`src/rtl/serial_in.sv`:
```
// serial_in: variable-rate serial receiver; 2-FF sync, per-bit window timing from a frequency
// pattern, 3-sample majority vote per bit, one-shot or repeat frame capture.
module serial_in #(
    parameter int DATA_BIT     = 32,
    parameter int LOW_FREQ     = 9,
    parameter int HIGH_FREQ    = 3,
    parameter int START_OFFSET = 4,
    parameter int FRAME_GAP    = 1
) (
    input  logic                clk,
    input  logic                rst_n,
    input  logic                i_start,
    input  logic                i_stop,
    input  logic                i_mode,
    input  logic [DATA_BIT-1:0] i_freq_pattern,
    input  logic                i_serial_in,
    output logic [DATA_BIT-1:0] o_data,
    output logic                o_glitch,
    output logic                o_bit_tick,
    output logic                o_done_tick,
    output logic                o_busy
);
    localparam int BW = $clog2(DATA_BIT);
    localparam logic [BW-1:0] LAST = BW'(DATA_BIT - 1);
    localparam logic [BW-1:0] ONE = BW'(1);
    localparam logic [7:0] PL = 8'(LOW_FREQ);
    localparam logic [7:0] PH = 8'(HIGH_FREQ);

    typedef enum logic [1:0] {S_IDLE, S_LEAD, S_RECV, S_GAP} state_t;

    state_t state, state_n;
    logic [1:0] sync;
    logic s_in, mode, mode_n, flag, flag_n, s0, s0_n, s1, s1_n;
    logic glitch_n, bit_tick_n, done_tick_n, vote, agree, accept;
    logic [DATA_BIT-1:0] freq, freq_n, acc, acc_n, data_n;
    logic [7:0] cnt, cnt_n, p, p0, p_nx, off, mid;
    logic [BW-1:0] idx, idx_n, idx_nx;

    assign s_in   = sync[1];
    assign idx_nx = idx + ONE;
    assign p      = freq[idx] ? PH : PL;
    assign p0     = freq[0] ? PH : PL;
    assign p_nx   = freq[idx_nx] ? PH : PL;
    // offset inside the current window and its centre sample
    assign off    = p - 8'd1 - cnt;
    assign mid    = (p - 8'd1) >> 1;
    assign vote   = (s0 & s1) | (s0 & s_in) | (s1 & s_in);
    assign agree  = (s0 == s1) && (s1 == s_in);
    assign accept = i_start && (state == S_IDLE || !i_stop);
    assign o_busy = state != S_IDLE;

    always_comb begin
        state_n     = state;
        mode_n      = mode;
        freq_n      = freq;
        acc_n       = acc;
        flag_n      = flag;
        cnt_n       = cnt;
        idx_n       = idx;
        s0_n        = s0;
        s1_n        = s1;
        data_n      = o_data;
        glitch_n    = o_glitch;
        bit_tick_n  = 1'b0;
        done_tick_n = 1'b0;
        case (state)
            S_LEAD: begin
                cnt_n = cnt - 8'd1;
                if (cnt <= 8'd1) begin
                    state_n = S_RECV;
                    idx_n   = '0;
                    cnt_n   = p0 - 8'd1;
                end
            end
            S_RECV: begin
                if (off == mid - 8'd1) s0_n = s_in;
                if (off == mid) s1_n = s_in;
                if (off == mid + 8'd1) begin
                    acc_n[idx] = vote;
                    flag_n     = flag | !agree;
                    bit_tick_n = 1'b1;
                end
                if (cnt != 8'd0) cnt_n = cnt - 8'd1;
                else if (idx != LAST) begin
                    idx_n = idx_nx;
                    cnt_n = p_nx - 8'd1;
                end else begin
                    // the last bit's decision lands on this same edge, so use acc_n
                    data_n      = acc_n;
                    glitch_n    = flag_n;
                    done_tick_n = 1'b1;
                    state_n     = (mode && FRAME_GAP > 0) ? S_GAP : S_IDLE;
                    cnt_n       = 8'(FRAME_GAP) - 8'd1;
                end
            end
            S_GAP: begin
                cnt_n = cnt - 8'd1;
                if (cnt == 8'd0) begin
                    state_n = S_RECV;
                    idx_n   = '0;
                    cnt_n   = p0 - 8'd1;
                    acc_n   = '0;
                    flag_n  = 1'b0;
                end
            end
            default: ;
        endcase
        if ((state != S_IDLE && i_stop) || accept) begin
            state_n     = S_IDLE;
            bit_tick_n  = 1'b0;
            done_tick_n = 1'b0;
            data_n      = o_data;
            glitch_n    = o_glitch;
        end
        if (accept) begin
            state_n = S_LEAD;
            mode_n  = i_mode;
            freq_n  = i_freq_pattern;
            acc_n   = '0;
            flag_n  = 1'b0;
            cnt_n   = 8'(START_OFFSET - 1);
        end
    end

    always_ff @(posedge clk or negedge rst_n) begin
        if (!rst_n) begin
            state       <= S_IDLE;
            sync        <= '0;
            mode        <= 1'b0;
            freq        <= '0;
            acc         <= '0;
            flag        <= 1'b0;
            cnt         <= '0;
            idx         <= '0;
            s0          <= 1'b0;
            s1          <= 1'b0;
            o_data      <= '0;
            o_glitch    <= 1'b0;
            o_bit_tick  <= 1'b0;
            o_done_tick <= 1'b0;
        end else begin
            state       <= state_n;
            sync        <= {sync[0], i_serial_in};
            mode        <= mode_n;
            freq        <= freq_n;
            acc         <= acc_n;
            flag        <= flag_n;
            cnt         <= cnt_n;
            idx         <= idx_n;
            s0          <= s0_n;
            s1          <= s1_n;
            o_data      <= data_n;
            o_glitch    <= glitch_n;
            o_bit_tick  <= bit_tick_n;
            o_done_tick <= done_tick_n;
        end
    end
endmodule
```
`config.mk`:
```
export PLATFORM = sky130hd
export DESIGN_NAME = serial_in
export DESIGN_NICKNAME = d
export VERILOG_FILES = /design/src/rtl/serial_in.sv
export SDC_FILE = /design/constraint.sdc
export NUM_CORES = 1
export LEC_CHECK = 0
export BUFFER_PORTS_ARGS = -buffer_cell sky130_fd_sc_hd__buf_4
export CORE_ASPECT_RATIO = 0.9
export CORE_UTILIZATION = 40
export DETAILED_ROUTE_END_ITERATION = 8
export GPL_TIMING_DRIVEN = 0
export SYNTH_ARGS = -nofsm -noshare
export SYNTH_HDL_FRONTEND = slang
export SYNTH_SLANG_ARGS = --single-unit
```
`constraint.sdc`:
```
create_clock -name clk -period 12.8 [get_ports clk]
set_input_delay 1.92 -clock clk [delete_from_list [all_inputs] [get_ports clk]]
set_output_delay 1.92 -clock clk [all_outputs]
set_load 0.03 [all_outputs]
```
==> results of run 1 <==
[cell type report]
type                    instances  area [um2]  share of cell area [%]
clock inverters                11         146                    1.85
clock buffers                  21         470                    5.94
well taps                     202         253                    3.19
flip-flops and latches        120        3000                    37.9
plain buffers                  44         186                    2.36
inverters                      17        63.8                   0.806
multi-input cells             450        3220                    40.7
repair buffers                 73         572                    7.22
[path summary, 6_finish.rpt]
| kind | slack, ns | start | endpoint |
|---|---|---|---|
| setup / recovery | 7.68 | idx[2] | acc[10] |
| hold / removal | 0.37 | sync[0] | sync[1] |
| setup reg to reg | 7.68 | idx[2] | acc[10] |
| hold reg to reg | 0.37 | sync[0] | sync[1] |
| max in group asynchronous | 10.64 | rst_n | acc[21] |
| min in group asynchronous | 1.46 | rst_n | cnt[5] |
[cells in the mapped netlist (4+ instances only)]
cell and instances:
nand4_1 4, dfrtp_1 120, a22oi_1 5, mux4_2 12, clkbuf_1 33, o311ai_0 6, nor2_1 27, nor3b_1 7
buf_2 5, a21oi_1 20, o21ai_0 32, mux2_2 38, nor3_1 8, a32o_1 7, mux2i_1 12, o211ai_1 32
nand3_1 45, or3_1 5, xnor2_1 6, a31oi_1 10, xor2_1 6, o22ai_1 10, and2_1 6, nand2_1 74
and3_1 4, inv_1 17, or2_2 4, a32oi_1 7, ha_1 11
[critical path: cells and delay by family (launching register included)]
kind            cells  cell delay (ns)
compound gates      7             1.47
fa+ha+maj           1             0.33
buf+inv             5             1.13
flops               1             0.40
simple gates        5             1.65
[flip-flops by register name, summed over array words and instances, names as in the netlist]
name and count:
acc 32, o_glitch 1, state 2, o_bit_tick 1
s0 1, mode 1, o_done_tick 1, s1 1
freq 32, sync 2, idx 5, o_data 32
flag 1, cnt 8
[per-layer routing]
layer  GRT usage [%]  up-vias
met5               0        -
met4            10.3        0
met3            4.63       44
met2            34.4      196
met1            31.6     2751
li1                -     2541
[power by group through the flow]
stage | clock network [uW] | registers (uW) | logic, uW
global placement | 0 | 454 | 272
detailed placement | 0 | 457 | 282
CTS | 506 | 450 | 284
floorplan | 0 | 444 | 211
global route | 526 | 456 | 315
finish | 501 | 451 | 285
[metrics by stage]
stage | worst slack (ns) | hold WS, ns | instance area [um2]
global route | 7.20 | 0.384 | 7920
global placement | 7.90 | 0.341 | 7260
floorplan | 8.61 | 0.331 | 6470
detailed placement | 7.76 | 0.337 | 7300
finish | 7.68 | 0.372 | 7920
CTS | 7.76 | 0.370 | 7920
[cells by family after synthesis]
family          Yosys count
compound gates          154
flops                   120
fa+ha+maj                12
buf+inv                  61
mux                      64
simple gates            208
xor+xnor                 12
==> flow_metrics.env, run 1 <==
export IMPL_drt_total_wl_um=17500
export IMPL_setup_tns_ns=0
export IMPL_grt_overflow_total=0
export IMPL_period_needed_ns=5.12
export IMPL_grt_pass1_wl_um=28800
export IMPL_hpwlAfterDp_um=12600
export IMPL_syn_area_per_cell_um2=10.2
export IMPL_intPower_uw=860
export IMPL_fill_cells=1451
export IMPL_cp_slowest_stage_delay_ns=0.91
export IMPL_outcome="finished clean"
export IMPL_rsz0062_at_grt="no"
export IMPL_antenna_cells=0
export IMPL_clock_power_share_pct=40.5
export IMPL_fp_dieH_um=123
export IMPL_postSynth_asyncResetShare_pct=100
export IMPL_cts_tree="done"
export IMPL_grt_use_total_pct=22.8
export IMPL_crit_required_ns=13.08
export IMPL_vdd_ir_drop_max_v=0.0000940
export IMPL_relSlewSlack_pct=10.3
export IMPL_critPathMaxFanout=10
export IMPL_final_cells=938
export IMPL_die_w_um=136
export IMPL_final_common_cell="dfrtp_1"
export IMPL_synthTopCellsByArea="dfrtp_1 46%, mux2_2 6.6%, nand2_1 4.3%, mux4_2 4.2%, o211ai_1 3.7%"
export IMPL_route_met2_wl_um=7990
export IMPL_wl_met3_um=997
export IMPL_cts_hold_fix_buffers=0
export IMPL_holdPathStages=0
export IMPL_power_density_mw_per_mm2=156
export IMPL_highest_layer="met4"
export IMPL_ys_seq_area_share_pct=46.4
export IMPL_antenna_found_initial=0
export IMPL_grt_pass1_vias=5503
export IMPL_insertion_delay_ns=0.42
export IMPL_io_pins=74
export IMPL_drv_cap=0
export IMPL_synth_edf_count=0
export IMPL_cp_end_kind="flip-flop"
export IMPL_dieArea_mm2=0.0167
export IMPL_via_per_inst=5.90
export IMPL_fmax_mhz=195
export IMPL_switchingPower_uw=376
export IMPL_p_total_uw=1240
export IMPL_ctsResizeCount=0
export IMPL_crit_slowest_cell="nor3b_1"
export IMPL_comb_power_share_pct=23.0
export IMPL_gp_congestion=0.898
export IMPL_pwr_share_seq_pct=36.5
export IMPL_cts_max_level=4
export IMPL_switching_share_pct=30.4
export IMPL_p_leak_uw=0.00337
export IMPL_clockBufferDepth=2
export IMPL_core_area_mm2=0.0156
export IMPL_final_nets=773
export IMPL_critPathLaunchType="flip-flop"
export IMPL_layout_common_cells="120 x dfrtp_1, 74 x nand2_1, 73 x buf_4, 45 x nand3_1, 38 x mux2_2"
export IMPL_ant_nets=0
export IMPL_yosys_area_top_type_share_pct=46.4
export IMPL_dr_pass1_iters=5
export IMPL_netlist_area_mm2=0.00647
export IMPL_drive_gt1_share_pct=24.0
export IMPL_yosysWarningCount=0
export IMPL_post_route_util_pct=50.7
export IMPL_finalSetupViolCount=0
export IMPL_synth_cell_types=66
export IMPL_grt_start_max_net_pins=64
export IMPL_yosys_area_share_simple_pct=15.9
export IMPL_hold_viol_final=0
export IMPL_cts_sinks=120
export IMPL_synth_ff_latch_count=120
export IMPL_synth_compound_area_share_pct=16.7
export IMPL_synth_adder_area_share_pct=2.44
export IMPL_start_util_pct=41.5
export IMPL_max_slew_worst_pin_slew_ns=1.34
export IMPL_arrival_ns=5.40
export IMPL_port_buffers=72
export IMPL_wire_per_inst_um=18.6
export IMPL_post_route_period_util_pct=40.0
export IMPL_synth_top_family_by_area="compound AO/OA/AOI/OAI gates"
export IMPL_synth_top_area_cell="dfrtp_1"
export IMPL_r2r_cells=18
export IMPL_met1_length_um=8040
export IMPL_synth_nets=681
export IMPL_post_cts_buffers=0
export IMPL_synth_top_flop_cell="dfrtp_1"
export IMPL_muxShareOfSynthArea_pct=13.1
export IMPL_drc=0
export IMPL_vias=5532
export IMPL_fp_row_count=43
export IMPL_clk_pin_slew_worst_paths_ns=0.06
export IMPL_synth_xor_area_share_pct=1.63
export IMPL_hp_class="reg -> reg"
export IMPL_drt_iter0_drc=761
export IMPL_cts_root_buf="clkbuf_16"
export IMPL_dp_cells=906
export IMPL_crit_type="reg -> reg"
export IMPL_numCtsBuffers=17
export IMPL_fin_skew_ns=0.00955
export IMPL_synth_cells=631
export IMPL_slew_violations=0
export IMPL_syn2layout_area_growth_pct=22.4
export IMPL_cp_cell_sequence="clkbuf_1, nor3b_1, and2_1, a221o_1, or2_2, clkbuf_1, inv_1, ha_1, nor3b_1, o21ai_0, o22ai_1, a21oi_1, a2111oi_4, buf_6, buf_4, nand3_1, a21oi_1, o22ai_1"
Power figures use the tool's default switching activity.
==> run 2, diff against run 1 <==
Clock period 12.8 ns to 4.14 ns, I/O delays scaled along.
==> run 2 against run 1 <==
Against the previous run: the flow now finishes with violations (setup timing); worst setup slack worse by 7.8 ns; power rose to 3.3 times the previous value; final area up 8.0%; die area did not move; global-route usage grew 0.48 points; critical endpoint is now acc[28]; largest cell class unchanged; largest power group unchanged; highest routed layer unchanged.
==> flow_metrics.env, run 2 (synthesized netlist as in run 1, its figures left out) <==
export IMPL_hpwlAfterDp_um=12500
export IMPL_ant_nets=0
export IMPL_vdd_ir_drop_max_v=0.000309
export IMPL_setup_tns_ns=-0.587
export IMPL_fp_row_count=43
export IMPL_drt_iter0_drc=492
export IMPL_violations="setup timing"
export IMPL_switching_share_pct=30.0
export IMPL_critPathLaunch="idx[1]"
export IMPL_crit_buf_inv=6
export IMPL_cp_cell_sequence="buf_6, buf_6, buf_4, mux2_4, a32oi_2, a41oi_2, or2_4, fa_2, xor2_2, or4_4, a2111oi_4, buf_6, buf_8, buf_4, and2b_2, nand2_1, a32o_2"
export IMPL_cts_max_level=4
export IMPL_drive_gt1_share_pct=34.4
export IMPL_top_regs="acc (32), freq (32), o_data (32)"
export IMPL_drt_total_wl_um=18300
export IMPL_wire_per_inst_um=19.1
export IMPL_layout_common_cells="117 x dfrtp_1, 86 x buf_4, 68 x nand2_1, 37 x mux2_2, 32 x o211ai_1"
export IMPL_hold_viol_final=0
export IMPL_gp_congestion=0.844
export IMPL_intPower_uw=2830
export IMPL_insertion_delay_ns=0.42
export IMPL_fin_skew_ns=0.0108
export IMPL_drv_cap=0
export IMPL_fmax_mhz=236
export IMPL_setup_slack_ns=-0.0923
export IMPL_crit_path_frequent_cell="buf_6"
export IMPL_crit_required_ns=4.45
export IMPL_arrival_ns=4.54
export IMPL_die_w_um=136
export IMPL_drc=0
export IMPL_grt_pass1_wl_um=29500
export IMPL_grt_overflow_total=0
export IMPL_cts_sinks=120
export IMPL_worstReg2RegStart="idx[1]"
export IMPL_final_nets=792
export IMPL_port_buffers=72
export IMPL_clockBufferDepth=2
export IMPL_cts_tree="done"
export IMPL_critPathLaunchType="flip-flop"
export IMPL_power_density_mw_per_mm2=474
export IMPL_whs_ns=0.114
export IMPL_outcome="finished, violations left"
export IMPL_antenna_found_initial=0
export IMPL_hp_class="in -> async"
export IMPL_rsz0062_at_grt="yes"
export IMPL_cp_slowest_stage_delay_ns=0.44
export IMPL_dieArea_mm2=0.0167
export IMPL_p_leak_uw=0.00359
export IMPL_pwr_share_seq_pct=34.5
export IMPL_crit_family="simple AND/OR/NAND/NOR gates"
export IMPL_final_common_cell="dfrtp_1"
export IMPL_max_slew_worst_pin_slew_ns=1.10
export IMPL_clk_pin_slew_worst_paths_ns=0.06
export IMPL_relSlewSlack_pct=26.2
export IMPL_fp_dieH_um=123
export IMPL_slew_violations=0
export IMPL_crit_type="reg -> reg"
export IMPL_period_needed_ns=4.23
export IMPL_vias=5616
export IMPL_comb_power_share_pct=26.7
export IMPL_antenna_cells=0
export IMPL_post_route_util_pct=54.8
export IMPL_finalSetupViolCount=18
export IMPL_core_area_mm2=0.0156
export IMPL_start_util_pct=41.5
export IMPL_r2r_cells=17
export IMPL_via_per_inst=5.87
export IMPL_numCtsBuffers=17
export IMPL_syn2layout_area_growth_pct=32.2
export IMPL_cp_num_cells=17
export IMPL_cp_end_kind="flip-flop"
export IMPL_critPathMaxFanout=6
export IMPL_io_pins=74
export IMPL_grt_pass1_vias=5568
export IMPL_grt_start_max_net_pins=81
export IMPL_post_route_period_util_pct=102
export IMPL_cts_root_buf="clkbuf_16"
export IMPL_clock_power_share_pct=38.8
export IMPL_grt_use_total_pct=23.3
export IMPL_switchingPower_uw=1220
export IMPL_crit_slowest_cell="or4_4"
export IMPL_dr_pass1_iters=6
[run 2: changes by cell type in the layout (fill, tap and decap cells not counted), sizes merged]
cell,change
buf,+20
clkinv,-5
clkbuf,+3
nand2,+1
[run 2: path summary, 6_finish.rpt]
kind                            to  slack [ns]
min in group clk           sync[0]        0.31
min reg2reg                sync[1]        0.37
max in group asynchronous   idx[3]        3.27
max                        acc[28]       -0.09
max reg2reg                acc[28]       -0.09
min                             s0        0.11
[run 2: timing repair]
item / in CTS / in global routing
buffers inserted: 11 / 8
setup endpoints to repair: 69 / 67
hold buffers: 0 / 0
gates resized for setup: 50 / 65
gates cloned: 2 / 1
pin swaps: 21 / 38
[run 2: routing by layer]
layer	up-vias	wire (um)	share of wire (%)	global-route usage, %
li1	2582	-	-	-
met1	2808	8350	46	32.0
met2	197	8530	47	35.6
met3	29	1160	6.3	6.15
met4	0	274	1.5	7.99
met5	-	0	0	0
[run 2: metrics by stage]
stage / instances / setup slack, ns / cell area, um2 / power (uW)
after floorplan: 631 / 0.0112 / 6510 / 2050
after global placement: 905 / -0.606 / 7300 / 2270
after detailed placement: 906 / -0.770 / 7340 / 2300
after CTS: 950 / -0.0485 / 8290 / 3990
after global routing: 957 / -0.179 / 8550 / 4230
final: 957 / -0.0923 / 8550 / 4050
[run 2: layout make-up]
type / count / area, um2
Buffer: 41 / 208
Clock inverter: 6 / 110
Multi-Input combinational cell: 451 / 3580
Sequential cell: 120 / 3010
Tap cell: 202 / 253
Clock buffer: 26 / 519
Timing Repair Buffer: 94 / 806
Fill cell: 1367 / 7050
Inverter: 17 / 63.8
[run 2: power groups by stage]
stage / sequential, uW / clock (uW) / combinational, uW
floorplan: 1370 / 0 / 674
global placement: 1400 / 0 / 864
detailed placement: 1410 / 0 / 893
CTS: 1390 / 1590 / 1010
global route: 1410 / 1640 / 1170
finish: 1400 / 1570 / 1080
